<file path="src/rtl/alu_sequencer.sv">
// alu_sequencer: runs a small loaded program against an external registered ALU,
// writing each result back into a 4-entry register file and pulsing done at the end.
module alu_sequencer #(
    parameter int PROG_DEPTH = 16,
    parameter int PA_W       = 4,
    parameter int ALU_LAT    = 1
) (
    input  logic            clk,
    input  logic            rst_n,
    input  logic            prog_we,
    input  logic [PA_W-1:0] prog_addr,
    input  logic [15:0]     prog_data,
    input  logic [PA_W:0]   prog_len,
    input  logic            start,
    output logic            busy,
    output logic            done,
    output logic [7:0]      alu_a,
    output logic [7:0]      alu_b,
    output logic [3:0]      alu_opcode,
    input  logic [7:0]      alu_res,
    input  logic [1:0]      reg_sel,
    output logic [7:0]      reg_rdata,
    output logic [7:0]      last_res
);
    localparam int CW = (ALU_LAT > 1) ? $clog2(ALU_LAT) : 1;
    localparam logic [PA_W:0] DEPTH = (PA_W+1)'(PROG_DEPTH);

    typedef enum logic [2:0] {IDLE, FETCH, ISSUE, WAIT, WB, DONE} state_t;

    state_t          state, state_nx;
    logic [15:0]     mem [PROG_DEPTH];
    logic [15:0]     ir;
    logic [PA_W-1:0] pc;
    logic [PA_W:0]   len, len_clamped;
    logic [7:0]      rf [4];
    logic [CW-1:0]   cnt;
    logic            cnt_end, last_instr;

    assign len_clamped = (prog_len > DEPTH) ? DEPTH : prog_len;
    assign cnt_end     = cnt == CW'(ALU_LAT - 1);
    assign last_instr  = (PA_W+1)'(pc) + (PA_W+1)'(1) == len;
    assign reg_rdata   = rf[reg_sel];

    always_ff @(posedge clk or negedge rst_n)
        if (!rst_n) state <= IDLE;
        else        state <= state_nx;

    always_comb begin
        state_nx = state;
        busy     = state != IDLE;
        done     = state == DONE;
        case (state)
            IDLE:    if (start) state_nx = (len_clamped != '0) ? FETCH : DONE;
            FETCH:   state_nx = ISSUE;
            ISSUE:   state_nx = WAIT;
            WAIT:    if (cnt_end) state_nx = WB;
            WB:      state_nx = last_instr ? DONE : FETCH;
            DONE:    state_nx = IDLE;
            default: state_nx = IDLE;
        endcase
    end

    // Program memory keeps its contents across reset.
    always_ff @(posedge clk)
        if (state == IDLE && prog_we) mem[prog_addr] <= prog_data;

    always_ff @(posedge clk or negedge rst_n) begin
        if (!rst_n) begin
            pc         <= '0;
            len        <= '0;
            ir         <= '0;
            cnt        <= '0;
            alu_a      <= '0;
            alu_b      <= '0;
            alu_opcode <= '0;
            last_res   <= '0;
            rf         <= '{default: '0};
        end else begin
            case (state)
                IDLE: if (start) begin
                    len <= len_clamped;
                    pc  <= '0;
                end
                FETCH: ir <= mem[pc];
                ISSUE: begin
                    alu_a      <= rf[ir[9:8]];
                    alu_b      <= ir[7:0];
                    alu_opcode <= ir[15:12];
                    cnt        <= '0;
                end
                WAIT: if (!cnt_end) cnt <= cnt + CW'(1);
                WB: begin
                    rf[ir[11:10]] <= alu_res;
                    last_res      <= alu_res;
                    if (!last_instr) pc <= pc + PA_W'(1);
                end
                default: ;
            endcase
        end
    end
endmodule

</file>
<file path="config.mk">
export PLATFORM = sky130hd
export DESIGN_NAME = alu_sequencer
export DESIGN_NICKNAME = d
export VERILOG_FILES = /design/src/rtl/alu_sequencer.sv
export SDC_FILE = /design/constraint.sdc
export NUM_CORES = 1
export LEC_CHECK = 0
export BUFFER_PORTS_ARGS = -buffer_cell sky130_fd_sc_hd__buf_2
export CORE_ASPECT_RATIO = 0.9
export CORE_MARGIN = 1.5
export CORE_UTILIZATION = 55
export CTS_CLUSTER_DIAMETER = 120
export DETAILED_ROUTE_END_ITERATION = 10
export PLACE_DENSITY = 0.84
export SYNTH_ARGS = -nofsm -noshare
export SYNTH_HDL_FRONTEND = slang
export SYNTH_SLANG_ARGS = --single-unit
</file>
<file path="constraint.sdc">
create_clock -name clk -period 3.5 [get_ports clk]
set_clock_uncertainty 0.05 [all_clocks]
set_input_delay 0.175 -clock clk [delete_from_list [all_inputs] [get_ports clk]]
set_output_delay 0.175 -clock clk [all_outputs]
set_load 0.01 [all_outputs]
</file>
==> results.json <==
{
  "hold_viol": 0,
  "num_rows": 54,
  "grt_pass1_vias": 7514,
  "setup_violations": 0,
  "critPathMaxFanout": 14,
  "yosys.area.top_type_share": 0.5642,
  "io_pins": 77,
  "worstHoldStart": "prog_addr[2]",
  "period_minus_slack_ns": 2.662,
  "yosysWarnings": 0,
  "port_buffers": 76,
  "rsz0062_at_grt": "no",
  "path_depth": 4,
  "crit_chain": "or3b_1 > clkinv_1 > nand3_1 > mux2_2",
  "die_x_um": 168.9,
  "r2r-end": "rf[3]",
  "ant_nets": 0,
  "synth_cell_types": 42,
  "fmax_mhz": 375.6,
  "required_ns": 3.90,
  "reg2reg_slack_ns": 0.84,
  "drtIter0Drc": 765,
  "hp-class": "input pin to flop",
  "start_util": 0.5617,
  "critPathCaptureType": "flop",
  "crit_slowest_cell": "or3b_1",
  "synthesis.area_um2": 13620,
  "cts_htree_levels": 1,
  "status": "finished, final reports clean",
  "numCtsBuffers": 31,
  "hold_buffers": 35,
  "synth_edf_count": 256,
  "coreArea_um2": 24260,
  "ys_ff_latch": 344,
  "grt_usage": 0.2330,
  "synth.area.top_cells": "edfxtp_1 (56%), dfrtp_1 (16%), mux4_2 (13%), mux2_2 (5.7%), nand2_1 (0.96%)",
  "relSlewSlack": 0.3598,
  "avgSynthCellArea_um2": 19.58,
  "peakVddDrop_uv": 478.0,
  "yosysTopAreaCell": "edfxtp_1",
  "antenna_found_initial": 0,
  "busiest_layer": "met2",
  "cts_resized": 0,
  "r2r-start": "state[2]",
  "max_stage_delay_ns": 0.65,
  "place.gp.congestion": 0.8026,
  "crit_type": "flop to flop",
  "min_path_cells": 3,
  "drv_slew": 0,
  "leakagePower_nw": 5.455,
  "syn-num-nets": 736,
  "drc": 0,
  "cts.clk_slew.worst_paths_ns": 0.06,
  "wl_um": 29260,
  "dp.final_hpwl_um": 16660,
  "fin_nets": 868,
  "grt_use_met1": 0.3256,
  "tns_ns": 0,
  "maxCapViolCount": 0,
  "root_buffer": "clkbuf_16",
  "cts_tree": "yes",
  "synthToLayoutAreaGrowth_pct": 15.79,
  "clk_latency_ns": 0.56,
  "clock_sinks": 344,
  "tightest_slew_ns": 0.9604,
  "crit_path_start_kind": "flop",
  "cp.arrival_ns": 3.06,
  "crit_family": "simple AND/OR/NAND/NOR gates",
  "die_area_um2": 25730,
  "grt_pass1_wl_um": 44500,
  "post_cts_buffers": 0,
  "viasPerCell": 6.205,
  "synthArstFlopShare": 0.2558,
  "worstRegToRegCells": 4,
  "use_met3": 0.04026,
  "fillers": 1532,
  "gr-total-overflow": 0,
  "diodes": 0,
  "fin_crit_sh": 0.7607,
  "hold_end": "mem[6][7]",
  "ys_seq_area_frac": 0.7259,
  "synth_cells": 696,
  "vias": 7198,
  "grt_max_degree": 68,
  "first_pass_iters": 5,
  "ys.flop_type": "edfxtp_1",
  "wl_per_cell_um": 25.22,
  "cts_buffer_depth": 3,
  "drive_above_1_share": 0.3638,
  "fp.dieH_um": 152.3,
  "power_mw": 11.82,
  "p_per_area_nw_per_um2": 749.4,
  "crit_buf_inv": 1,
  "use_met2": 0.3808
}
## synthesized netlist by cell type, types with 2 or more instances
master / n
or3_1: 2
nand2b_1: 8
o21ai_0: 6
nor2_1: 26
a211oi_1: 8
xnor2_1: 3
mux2i_1: 9
clkbuf_1: 19
a22oi_1: 2
nand3_1: 4
xor2_1: 2
a31oi_1: 9
nor2b_1: 8
mux2_2: 69
edfxtp_1: 256
buf_1: 5
nor3_1: 6
inv_1: 2
dfrtp_1: 88
buf_2: 13
nand2_1: 35
mux4_2: 80
nor4_1: 2
o22ai_1: 16
## layer usage
metal,up-vias,share of wire
met1,3723,0.40
met2,345,0.50
li1,3068,-
met4,0,0.025
met3,62,0.082
met5,-,0
## power breakdown
group          switching [mW]  internal, mW  leakage (nW)
combinational            1.52          1.67          1.64
sequential              0.487          4.96          3.35
clock                    1.40          1.79         0.469
## cell type report
type                            count  area [µm²]  area share
Clock buffer                       48       879.6     0.05576
Clock inverter                      9       72.57    0.004600
Inverter                            3       11.26   0.0007138
Multi-Input combinational cell    310        3582      0.2271
Sequential cell                   344        9896      0.6273
Tap cell                          308       385.4     0.02443
Timing Repair Buffer              138       948.4     0.06012
## kinds of logic after synthesis
| family | count (synthesis) | share of synthesized area |
|---|---|---|
| adder cells (fa/ha/maj) | 1 | 0.0009182 |
| buffers and inverters | 42 | 0.01359 |
| flip-flops | 344 | 0.7259 |
| AO/OA/AOI/OAI | 47 | 0.02296 |
| XOR/XNOR | 6 | 0.004960 |
| AND/OR/NAND/NOR | 98 | 0.03582 |
| multiplexers | 158 | 0.1959 |
## metrics by stage
step | util | hold WS, ns | setup slack (ns) | std cells | instance area [µm²]
floorplan | - | -0.1706 | 0.6085 | 696 | 13620
global placement | 0.5967 | 0.2856 | 0.9428 | 1068 | 14470
detailed placement | 0.5967 | 0.2863 | 0.8583 | 1068 | 14470
CTS | 0.6504 | 0.1610 | 0.8523 | 1160 | 15780
global route | 0.6504 | 0.1831 | 0.6808 | 1160 | 15780
finish | 0.6504 | 0.1808 | 0.8377 | 1160 | 15780
## worst reg2reg max path: stages, from the launching register on
cell and delay [ns]:
dfrtp_1 0.52, or3b_1 0.65, clkinv_1 0.48, nand3_1 0.45, mux2_2 0.39
## how the worst max path moves through the flow
| stage | startpoint | slack (ns) | to |
|---|---|---|---|
| after floorplan | state[1] | 0.61 | mem[0][0] |
| after global routing | state[2] | 0.68 | rf[4] |
| final | state[2] | 0.84 | rf[3] |
| after global placement | state[2] | 0.94 | rf[6] |
| after detailed placement | state[2] | 0.86 | rf[3] |
| after CTS | state[2] | 0.85 | rf[3] |
## registers in the layout (all words and copies together), names as in the netlist
signal / count
mem: 256
alu_opcode: 4
pc: 4
alu_a: 8
state: 3
last_res: 8
alu_b: 8
rf: 32
ir: 16
len: 5
## placed cells by master, fill, tap and decap left out, types with 3 or more instances in the layout
cell type / instances
o21ai_0: 6
clkbuf_1: 13
mux4_2: 80
nor2_1: 21
nand3_1: 4
clkbuf_16: 31
o22ai_1: 16
edfxtp_1: 256
xnor2_1: 3
nor3_2: 4
clkbuf_8: 4
a211oi_1: 8
mux2_2: 69
a31oi_1: 9
nand2b_1: 8
mux2i_1: 9
dlygate4sd3_1: 35
nor2_2: 5
nor2b_1: 8
nand2_1: 35
dfrtp_1: 85
buf_2: 75
buf_4: 27
clkinv_2: 6
(Power assumes the default switching activity.)
